**src/rtl/hs_pkg.sv**
```systemverilog
// Shared helpers for the handshake arbiter: state encoding, clog2 and the
// round-robin winner search.
package hs_pkg;

  localparam int unsigned MAX_PORT = 16;

  localparam logic ARB_IDLE = 1'b0;
  localparam logic ARB_BUSY = 1'b1;

  function automatic int unsigned clog2(input int unsigned v);
    int unsigned r;
    r = 0;
    for (int unsigned i = 0; i < 32; i++) begin
      if ((64'd1 << i) < 64'(v)) r = i + 1;
    end
    return r;
  endfunction

  // First requester above 'last', wrapping modulo n; returns 'last' if none.
  function automatic int unsigned rr_pick(input logic [MAX_PORT-1:0] req,
                                          input int unsigned n,
                                          input int unsigned last);
    int unsigned idx;
    int unsigned win;
    logic        found;
    win   = last;
    found = 1'b0;
    for (int unsigned k = 1; k <= MAX_PORT; k++) begin
      idx = last + k;
      if (idx >= n) idx = idx - n;
      if ((k <= n) && !found && req[idx[3:0]]) begin
        found = 1'b1;
        win   = idx;
      end
    end
    return win;
  endfunction

endpackage

```
**src/rtl/hs_skid_rdy.sv**
```systemverilog
// Ready-registered skid stage: one-entry buffer, bypass when the registered
// ready is high, so upstream ready never depends combinationally on i_ready.
module hs_skid_rdy #(
  parameter int unsigned W = 8
) (
  input  logic         i_clk,
  input  logic         i_reset_n,
  input  logic         i_valid,
  input  logic [W-1:0] i_data,
  output logic         o_ready,
  output logic         o_valid,
  output logic [W-1:0] o_data,
  input  logic         i_ready
);

  logic         r_rdy;
  logic         r_buf_vld;
  logic [W-1:0] r_buf;
  logic         w_store;

  // An accepted beat that downstream does not take this cycle is parked.
  assign w_store = i_valid & r_rdy & ~i_ready;

  always_ff @(posedge i_clk) begin
    if (!i_reset_n) begin
      r_rdy     <= 1'b1;
      r_buf_vld <= 1'b0;
      r_buf     <= '0;
    end else begin
      r_rdy <= i_ready | (~r_buf_vld & ~w_store);
      if (w_store) begin
        r_buf_vld <= 1'b1;
        r_buf     <= i_data;
      end else if (r_buf_vld & i_ready) begin
        r_buf_vld <= 1'b0;
      end
    end
  end

  always_comb begin
    o_ready = r_rdy;
    o_valid = r_buf_vld;
    o_data  = r_buf;
    if (r_rdy) begin
      o_valid = i_valid;
      o_data  = i_valid ? i_data : '0;
    end
  end

endmodule

```
**src/rtl/hs_rr_arb.sv**
```systemverilog
// Burst-granular round-robin arbiter merging NUM_PORT valid/ready streams
// onto one channel through a ready-registered skid stage.
module hs_rr_arb
  import hs_pkg::*;
#(
  parameter  int unsigned NUM_PORT  = 4,
  parameter  int unsigned WIDTH     = 32,
  parameter  int unsigned MAX_BURST = 16,
  localparam int unsigned IDW       = (clog2(NUM_PORT) > 1) ? clog2(NUM_PORT) : 32'd1
) (
  input  logic                      i_clk,
  input  logic                      i_reset_n,
  input  logic [NUM_PORT-1:0]       i_valid_up,
  output logic [NUM_PORT-1:0]       o_ready_up,
  input  logic [NUM_PORT*WIDTH-1:0] i_data_up,
  input  logic [NUM_PORT-1:0]       i_last_up,
  output logic                      o_valid_down,
  input  logic                      i_ready_down,
  output logic [WIDTH-1:0]          o_data_down,
  output logic                      o_last_down,
  output logic [IDW-1:0]            o_grant_id_down
);

  localparam int unsigned CNTW = (clog2(MAX_BURST) > 1) ? clog2(MAX_BURST) : 32'd1;
  localparam int unsigned SKW  = WIDTH + 1 + IDW;

  logic            r_state;
  logic            w_state_nxt;
  logic [IDW-1:0]  r_gnt;
  logic [IDW-1:0]  w_gnt_nxt;
  logic [IDW-1:0]  r_last;
  logic [IDW-1:0]  w_last_nxt;
  logic [CNTW-1:0] r_beat_cnt;
  logic [CNTW-1:0] w_beat_cnt_nxt;

  logic             w_skid_rdy;
  logic             w_sel_vld;
  logic             w_sel_last;
  logic [WIDTH-1:0] w_sel_data;
  logic             w_accept;
  logic             w_release;
  logic             w_any_req;
  logic [IDW-1:0]   w_win_idle;
  logic [IDW-1:0]   w_win_rel;
  logic [SKW-1:0]   w_skid_out;

  assign w_any_req  = |i_valid_up;
  assign w_win_idle = IDW'(rr_pick(MAX_PORT'(i_valid_up), NUM_PORT, 32'(r_last)));
  // After a release the search starts just past the releasing owner.
  assign w_win_rel  = IDW'(rr_pick(MAX_PORT'(i_valid_up), NUM_PORT, 32'(r_gnt)));
  assign w_accept   = w_sel_vld & w_skid_rdy;
  assign w_release  = w_accept & (w_sel_last | (r_beat_cnt == CNTW'(MAX_BURST - 1)));

  // State register
  always_ff @(posedge i_clk) begin
    if (!i_reset_n) begin
      r_state    <= ARB_IDLE;
      r_gnt      <= '0;
      r_last     <= IDW'(NUM_PORT - 1);
      r_beat_cnt <= '0;
    end else begin
      r_state    <= w_state_nxt;
      r_gnt      <= w_gnt_nxt;
      r_last     <= w_last_nxt;
      r_beat_cnt <= w_beat_cnt_nxt;
    end
  end

  // Next-state: grant, pointer and beat count
  always_comb begin
    w_state_nxt    = r_state;
    w_gnt_nxt      = r_gnt;
    w_last_nxt     = r_last;
    w_beat_cnt_nxt = r_beat_cnt;
    unique case (r_state)
      ARB_IDLE: begin
        if (w_any_req) begin
          w_state_nxt    = ARB_BUSY;
          w_gnt_nxt      = w_win_idle;
          w_last_nxt     = w_win_idle;
          w_beat_cnt_nxt = '0;
        end
      end
      ARB_BUSY: begin
        if (w_release) begin
          w_beat_cnt_nxt = '0;
          if (w_any_req) begin
            w_gnt_nxt  = w_win_rel;
            w_last_nxt = w_win_rel;
          end else begin
            w_state_nxt = ARB_IDLE;
          end
        end else if (w_accept) begin
          w_beat_cnt_nxt = r_beat_cnt + CNTW'(1);
        end
      end
    endcase
  end

  // Outputs: owner's ready and the selected upstream beat
  always_comb begin
    o_ready_up = '0;
    w_sel_vld  = 1'b0;
    w_sel_last = 1'b0;
    w_sel_data = '0;
    for (int unsigned i = 0; i < NUM_PORT; i++) begin
      if ((r_state == ARB_BUSY) && (IDW'(i) == r_gnt)) begin
        o_ready_up[i] = w_skid_rdy;
        w_sel_vld     = i_valid_up[i];
        w_sel_last    = i_last_up[i];
        w_sel_data    = i_data_up[i*WIDTH +: WIDTH];
      end
    end
  end

  hs_skid_rdy #(
    .W (SKW)
  ) u_skid (
    .i_clk     (i_clk),
    .i_reset_n (i_reset_n),
    .i_valid   (w_sel_vld),
    .i_data    ({r_gnt, w_sel_last, w_sel_data}),
    .o_ready   (w_skid_rdy),
    .o_valid   (o_valid_down),
    .o_data    (w_skid_out),
    .i_ready   (i_ready_down)
  );

  assign {o_grant_id_down, o_last_down, o_data_down} = w_skid_out;

endmodule

```
**config.mk**
```make
export PLATFORM = sky130hd
export DESIGN_NAME = hs_rr_arb
export DESIGN_NICKNAME = d
export VERILOG_FILES = /design/src/rtl/hs_pkg.sv /design/src/rtl/hs_skid_rdy.sv /design/src/rtl/hs_rr_arb.sv
export SDC_FILE = /design/constraint.sdc
export NUM_CORES = 1
export LEC_CHECK = 0
export CAP_MARGIN = 0
export CORE_ASPECT_RATIO = 1.2
export CORE_MARGIN = 1
export CORE_UTILIZATION = 45
export DETAILED_ROUTE_END_ITERATION = 16
export PLACE_DENSITY = 0.95
export SLEW_MARGIN = 20
export SYNTH_ARGS = -nofsm -noshare
export SYNTH_HDL_FRONTEND = slang
export SYNTH_SLANG_ARGS = --single-unit
```
**constraint.sdc**
```tcl
create_clock -name i_clk -period 3.95 [get_ports i_clk]
set_input_delay 0.9875 -clock i_clk [delete_from_list [all_inputs] [get_ports i_clk]]
set_output_delay 0.9875 -clock i_clk [all_outputs]
set_load 0.01 [all_outputs]
```
* After elaboration in Yosys (flattened, before gate mapping)
Cells that the tools add are included.
** Cells by class
- Reductions and logical operators :: 21
- Equality and inequality tests :: 8
- Bitwise gates (word level) :: 11
- Add/sub/neg operators :: 17
- Magnitude comparators :: 16
- Mux-type cells :: 70
** Operators by type and width (count)
- $mux 32 :: 4
- $mux 35 :: 2
- $mux 4 :: 11
- $lt 4x5->1 const B :: 8
- $bmux 1 s4 :: 8
- $mux 1 :: 31
- $sub 3x3->4 const B :: 6
- $mux 2 :: 11
- $ge 3x3->1 const B :: 6
- $add 2x2->3 const B :: 4
- $logic_and 1x1->1 :: 10
- $add 2x3->4 const B :: 2
- $ge 4x3->1 const B :: 2
- $pmux 4 s2 :: 1
- $sub 4x3->4 const B :: 2
- $add 2x1->3 const B :: 2
- $logic_not 1->1 :: 6
- $and 1x1->1 :: 5
- $add 4x1->4 const B :: 1
- $eq 2x2->1 const A :: 2
- $eq 4x4->1 const B :: 1
- $ne 2x1->1 const B :: 2
- $not 1->1 :: 4
- $pmux 2 s2 :: 1
- other kinds (10) :: 11
** Word-level totals
- Word-level logic and storage cells :: 150
- Input port bits :: 139
- Register bits :: 46
- Output and inout bits :: 40

* Longest topological paths before layout
Gate-level depths: netlist of run 1.
- Depth in word-level cells :: 18
- Depth in mapped cells :: 12
- Gate-level depth less buffers :: 8

* Cells and area by module
Synthesis of run 1 repeated with hierarchy kept, for this count alone.
** Second synthesis, totals
- Cell total of the unflattened synthesis :: 593
- Area, all modules :: 4056.4 sq um
** Modules (own cells, without submodules)
- hs_rr_arb :: sequential area each 180.2 sq um, area each 2049.5 sq um, cells an instance 317, instances 1
- hs_skid_rdy :: sequential area each 740.7 sq um, area each 2006.9 sq um, cells an instance 276, instances 1

* Worst setup path before layout of run 1
No wires, ideal clock.
- Kind :: in2out
- Start :: input port i_valid_up[0]
- End :: output port o_data_down[10]
- Arrival time :: 2.346 ns
- Path slack :: 0.616 ns
- Required time :: 2.963 ns
- Buffers on the path :: 4
- Stages :: 8
- Cell sequence :: buf_2 > nand3b_1 > a221oi_2 > o211ai_2 > buf_4 > buf_4 > buf_2 > o22ai_1
** Between the ends
- Longest elaborated chain between the ends :: 6
** RTL lines
- from (decl) :: line hs_rr_arb.sv:13 : input logic [NUM_PORT-1:0] i_valid_up,
- $mux 1 (4 in a row) :: line hs_rr_arb.sv:107 : if ((r_state == ARB_BUSY) && (IDW'(i) == r_gnt)) begin
- $mux 35 :: line hs_skid_rdy.sv:46 : o_data = i_valid ? i_data : '0;
- $mux 35 :: line hs_skid_rdy.sv:44 : if (r_rdy) begin
- to (decl) :: line hs_rr_arb.sv:19 : output logic [WIDTH-1:0] o_data_down,
No other way between the ends.

* Final worst setup path of run 1
- Start :: input port i_valid_up[0]
- End :: output port o_valid_down
** Between the ends
- Longest elaborated chain between the ends :: 5
** RTL lines
- $mux 1 (4 in a row) :: line hs_rr_arb.sv:107
- $mux 1 :: line hs_skid_rdy.sv:44
- to (decl) :: line hs_rr_arb.sv:17 : output logic o_valid_down,
No other way between the ends.

==> impl_metrics.tcl, run 1 <==
set metrics [dict create \
    hold_viol_final 0 \
    cts_made_buffers 5 \
    drt_wl_total_mm 12.9 \
    viasPerCell 5.99 \
    synth-edff-count 0 \
    peakVddDrop_mv 0.251 \
    r2r_cells 10 \
    yosysSeqAreaShare 0.244 \
    io_buffer_count 178 \
    gp_congestion 0.872 \
    min_period_ns 3.85 \
    antenna_found_initial 0 \
    clockRootBuffer "clkbuf_8" \
    wl_per_cell_um 17.2 \
    slew_headroom 0.467 \
    period_share 0.974 \
    finalSetupViolCount 0 \
    design_area_um2 5750 \
    maxCapViolations 0 \
    crit_type "primary input to output pin" \
    synth.distinct_cells 61 \
    rows 36 \
    yosysMostFrequentCell "nand2_1" \
    synth_area_leaders "dfxtp_1 (24%), o211a_1 (8.5%), a221oi_1 (7.4%), o22ai_1 (6.0%), nand2_1 (4.8%)" \
    area_growth_syn_to_layout_pct 52.5 \
    required_ns 2.96 \
    clk_latency_ns 0.30 \
    insertedDiodeCount 0 \
    die_w_um 85.6 \
    post_cts_buffers 0 \
    slowest_delay_ns 0.56 \
    crit_top_cell "clkdlybuf4s50_1" \
    tightest_slew_ns 0.799 \
    drt_iter0_drc 180 \
    core_area_um2 8110 \
    min_path_cells 1 \
    firstDrtPassIters 7 \
    die_h_um 102 \
    vias 4500 \
    use_met2 0.492 \
    synth_nets 651 \
    cts_tree "built" \
    yosysWarningCount 0 \
    overflow 0 \
    cp.arrival_ns 2.86 \
    worstSetupEndpointType "output pin" \
    placed_cell_area_um2 5580 \
    path_buf_inv 3 \
    ant_nets 0 \
    worstSetupPathDepth 7 \
    grt_usage 0.275 \
    dieArea_um2 8750 \
    layout-drive-gt1-share 0.0777 \
    powerDensity_nw_per_um2 471 \
    synth_top_cell_by_area "dfxtp_1" \
    timing.reg2reg.setup_slack_ns 1.12 \
    place_ws_ns -0.0290 \
    hold_class "register to register" \
    grt_pass1_wl_mm 19.4 \
    synth_flop_cell "dfxtp_1" \
    timing.hold.ws_ns 0.504 \
    use_met1 0.322 \
    clock_skew_ns 0.0127 \
    ys_seq_elements 46 \
    hpwlAfterDp_mm 9.45 \
    syn_area_per_cell_um2 7.51 \
    final_util 0.709 \
    critical-path-slowest-cell "clkdlybuf4s50_1" \
    clock.fmax_mhz 260 \
    clockBufferDepth 2 \
    drc 0 \
    grt_max_degree 65 \
    power_w 0.00271 \
    p_leak_nw 2.96 \
    slew_viol_final 0 \
    clkTransAtPathRegs_ns 0.08 \
    synth_top_area_frac 0.244 \
    post_synth_instance_area_um2 3770 \
    initial_utilization 0.465 \
    cp_top_family "buffers and inverters" \
    grt_busiest_layer "met2" \
    grt_use_met3 0.0436 \
    synth_commonest_cells "nand2_1 (48), dfxtp_1 (46), inv_1 (43)" \
    outcome "complete, no violations" \
    cp_max_fo 41 \
    cts.sinks 46 \
    ios 179 \
    setup_slack_ns 0.103 \
    syn_inst 502 \
    nets 804 \
    crit_chain "clkdlybuf4s50_1, nand3b_1, a221oi_2, o211ai_4, buf_12, o21ai_0, clkdlybuf4s50_1" \
    first_global_vias 4280 \
    async_flop_share 0 \
    ctsHtreeMaxLevel 2 \
    start_kind "primary input" \
    rsz0062_at_grt "false" \
]
area by class of cell:
class / count / area [um2]
clock buffers: 6 / 72.6
clock inverters: 2 / 13.8
fillers: 630 / 2360
inverters: 43 / 161
multi-input cells: 361 / 2450
flip-flops and latches: 46 / 922
well taps: 95 / 119
repair buffers: 198 / 2020
flip-flops by register name, indices dropped and copies added, names as in the netlist:
name and count:
u_skid.o_ready 1, r_last 2, r_gnt 2, u_skid.r_buf 35
r_state 1, u_skid.r_buf_vld 1, r_beat_cnt 4
report_power, final:
part	leakage (nW)	internal (W)	total, W	switching, W
clock	0.0452	0.000125	0.000289	0.000164
sequential	0.376	0.000555	0.000641	0.0000851
combinational	2.54	0.000839	0.00178	0.000939
total	2.96	0.00152	0.00271	0.00119
through the flow:
stage	TNS, ns	cells
after floorplan	0	502
after global placement	0	743
after detailed placement	-0.0622	743
after CTS	0	751
after global routing	0	751
final	0	751
final timing paths:
kind                   startpoint              end
setup reg to reg         r_gnt[0]  u_skid.r_buf[7]
setup / recovery    i_valid_up[0]     o_valid_down
hold / removal    u_skid.r_buf[8]  u_skid.r_buf[8]
hold reg to reg   u_skid.r_buf[8]  u_skid.r_buf[8]
cells in the final DEF, fill, tap and decap left out, types with 3 or more instances in the layout:
cell	count
a21oi_1	35
nor3_1	34
nor2_1	37
o211a_1	32
clkdlybuf4s50_1	142
dlymetal6s2s_1	29
o21ai_0	7
mux2_2	3
dlygate4sd2_1	6
nand3b_1	4
mux2i_1	9
a31oi_1	4
clkbuf_8	5
nor3b_1	6
o211ai_1	3
a221oi_1	32
nand2_1	48
inv_1	42
buf_4	18
dfxtp_1	45
o22ai_1	36
o21ai_1	4
ha_1	7
nor2b_1	6
and2_1	7
and3_1	4
cell families (layout without fill, tap and decap cells):
| logic type | after synthesis | count (layout) | synth area share |
|---|---|---|---|
| adder cells (fa/ha/maj) | 10 | 10 | 0.0332 |
| AO/OA/AOI/OAI | 176 | 176 | 0.356 |
| multiplexers | 14 | 14 | 0.0398 |
| flip-flops | 46 | 46 | 0.244 |
| buffers and inverters | 95 | 249 | 0.115 |
| XOR/XNOR | 1 | 1 | 0.00232 |
| AND/OR/NAND/NOR | 160 | 160 | 0.210 |
what timing repair did:
item / in CTS / in global routing
setup endpoints to repair: 10 / 29
gates resized for setup: 7 / 35
hold endpoints to repair: 0 / 0
hold buffers: 0 / 0
layer usage:
metal	wire length [um]	part of all wire	up-vias
li1	-	-	2152
met3	761	0.059	37
met4	459	0.036	0
met2	6640	0.52	204
met1	5030	0.39	2107
met5	0	0	-
Note: power is estimated with default switching activity, not from simulation.
==> run 2: changes to the inputs <==
Settings changed: CORE_UTILIZATION 45 to 50, DONT_BUFFER_PORTS set to 1, PLACE_DENSITY 0.95 to 0.73.
==> impl_metrics.tcl, run 2 (synthesis gave the netlist of run 1 again) <==
set metrics [dict create \
    outcome "complete, no violations" \
    min_path_cells 1 \
    ctsHtreeMaxLevel 2 \
    clockBufferDepth 2 \
    powerDensity_nw_per_um2 621 \
    ios 179 \
    drt_wl_total_mm 10.3 \
    cp.arrival_ns 2.67 \
    grt_usage 0.249 \
    clock_skew_ns 0.00600 \
    area_growth_syn_to_layout_pct 0.896 \
    drc 0 \
    maxCapViolations 0 \
    hold_start "u_skid.r_buf[25]" \
    r2r_cells 8 \
    antenna_found_initial 0 \
    largest-register "u_skid.r_buf" \
    rsz0062_at_grt "false" \
    die_h_um 97.2 \
    p_leak_nw 1.68 \
    cts_made_buffers 5 \
    cp_max_fo 28 \
    ant_nets 0 \
    whs_endpoint "u_skid.r_buf[25]" \
    grt_busiest_layer "met2" \
    slew_headroom 0.478 \
    final_common_cell "nand2_1" \
    io_buffer_count 0 \
    largest_reg_flops 35 \
    nFillCells 698 \
    grt_use_met3 0.0479 \
    vias 3703 \
    die_w_um 81.3 \
    clockRootBuffer "clkbuf_8" \
    dieArea_um2 7900 \
    largestRegisters "u_skid.r_buf: 35 flops, r_beat_cnt: 4 flops" \
    cts.sinks 46 \
    drt_iter0_drc 235 \
    rr_startpoint "r_gnt[0]" \
    peakVddDrop_mv 0.305 \
    use_met2 0.421 \
    min_period_ns 3.66 \
    cts_tree "built" \
    nets 615 \
    rows 34 \
    clk_latency_ns 0.29 \
    overflow 0 \
    layout-drive-gt1-share 0.0814 \
    place_inst 548 \
    finalSetupViolCount 0 \
    final_cells 557 \
    totalNegativeSetupSlack_ns 0 \
    timing.reg2reg.setup_slack_ns 0.85 \
    start_kind "register" \
    period_share 0.927 \
    slew_viol_final 0 \
    post_cts_buffers 0 \
    gp_congestion 0.895 \
    grt_pass1_wl_mm 15.7 \
    viasPerCell 6.65 \
    r2r_end "u_skid.r_buf[12]" \
    hpwlAfterDp_mm 7.13 \
    use_met1 0.301 \
    core_area_um2 7270 \
    first_global_vias 3415 \
    clock.fmax_mhz 273 \
    worstSetupEndpointType "output pin" \
    initial_utilization 0.519 \
    wl_per_cell_um 18.4 \
    layout_common_cells "nand2_1 (48), dfxtp_1 (45), inv_1 (43)" \
    insertedDiodeCount 0 \
    hold_viol_final 0 \
    hold_class "register to register" \
    tightest_slew_ns 0.783 \
    crit_type "register to output pin" \
    grt_max_degree 65 \
    clkTransAtPathRegs_ns 0.09 \
    required_ns 2.96 \
    firstDrtPassIters 5 \
]
run 2: changes by cell type in the layout (fill, tap and decap cells not counted), sizes merged:
cell	previous run	this run
dlygate4sd2	6	0
clkinv	2	1
dlymetal6s2s	29	0
o211ai	4	5
clkdlybuf4s50	142	0
buf	21	8
clkinvlp	0	1
run 2: metal layers:
layer / up-vias / part of all wire
met5: - / 0
met4: 0 / 0.019
met3: 19 / 0.074
met2: 191 / 0.49
met1: 1721 / 0.42
li1: 1772 / -
run 2: area by class of cell:
class | instances | area, um2 | area share
Inverter | 43 | 161 | 0.0424
Sequential cell | 46 | 922 | 0.242
Multi-Input combinational cell | 362 | 2440 | 0.642
Clock inverter | 2 | 12.5 | 0.00329
Timing Repair Buffer | 8 | 72.6 | 0.0191
Tap cell | 90 | 113 | 0.0296
Clock buffer | 6 | 82.6 | 0.0217
run 2: where the power goes:
| group | switching [W] | total [W] | leakage [nW] | internal, W |
|---|---|---|---|---|
| Sequential | 0.0000810 | 0.000637 | 0.376 | 0.000556 |
| Combinational | 0.000842 | 0.00142 | 1.26 | 0.000581 |
| Clock | 0.000162 | 0.000303 | 0.0472 | 0.000141 |
run 2: timing repair:
item                       in CTS  in global routing
pin swaps                       0                  1
hold buffers                    0                  0
gates resized for setup         2                  1
setup endpoints to repair      32                 23
cloned                          0                  1
run 2: worst max-delay path by stage:
stage                       start            endpoint  cells past startpoint
global placement         r_gnt[0]     o_data_down[23]                      7
floorplan           i_valid_up[0]     o_data_down[10]                      8
finish                   r_gnt[0]  o_grant_id_down[0]                      7
CTS                      r_gnt[0]     o_data_down[17]                      7
detailed placement       r_gnt[0]      o_data_down[8]                      7
global route             r_gnt[0]      o_data_down[8]                      7
run 2: worst max-delay path: stages, from the launching register on:
cell      delay (ns)
dfxtp_2         0.40
inv_1           0.19
ha_1            0.41
a21oi_1         0.10
a221oi_2        0.46
o211ai_4        0.25
buf_12          0.23
o22ai_1         0.32
run 2: through the flow:
step | setup WS [ns] | power, W | hold WS (ns) | instance area (um2) | utilization
finish | 0.289 | 0.00236 | 0.504 | 3810 | 0.523
global route | 0.146 | 0.00255 | 0.533 | 3810 | 0.523
CTS | 0.112 | 0.00234 | 0.508 | 3790 | 0.521
global placement | 0.350 | 0.00199 | 0.479 | 3690 | 0.508
detailed placement | 0.142 | 0.00204 | 0.487 | 3690 | 0.508
floorplan | 0.616 | 0.00183 | 0.472 | 3770 | -
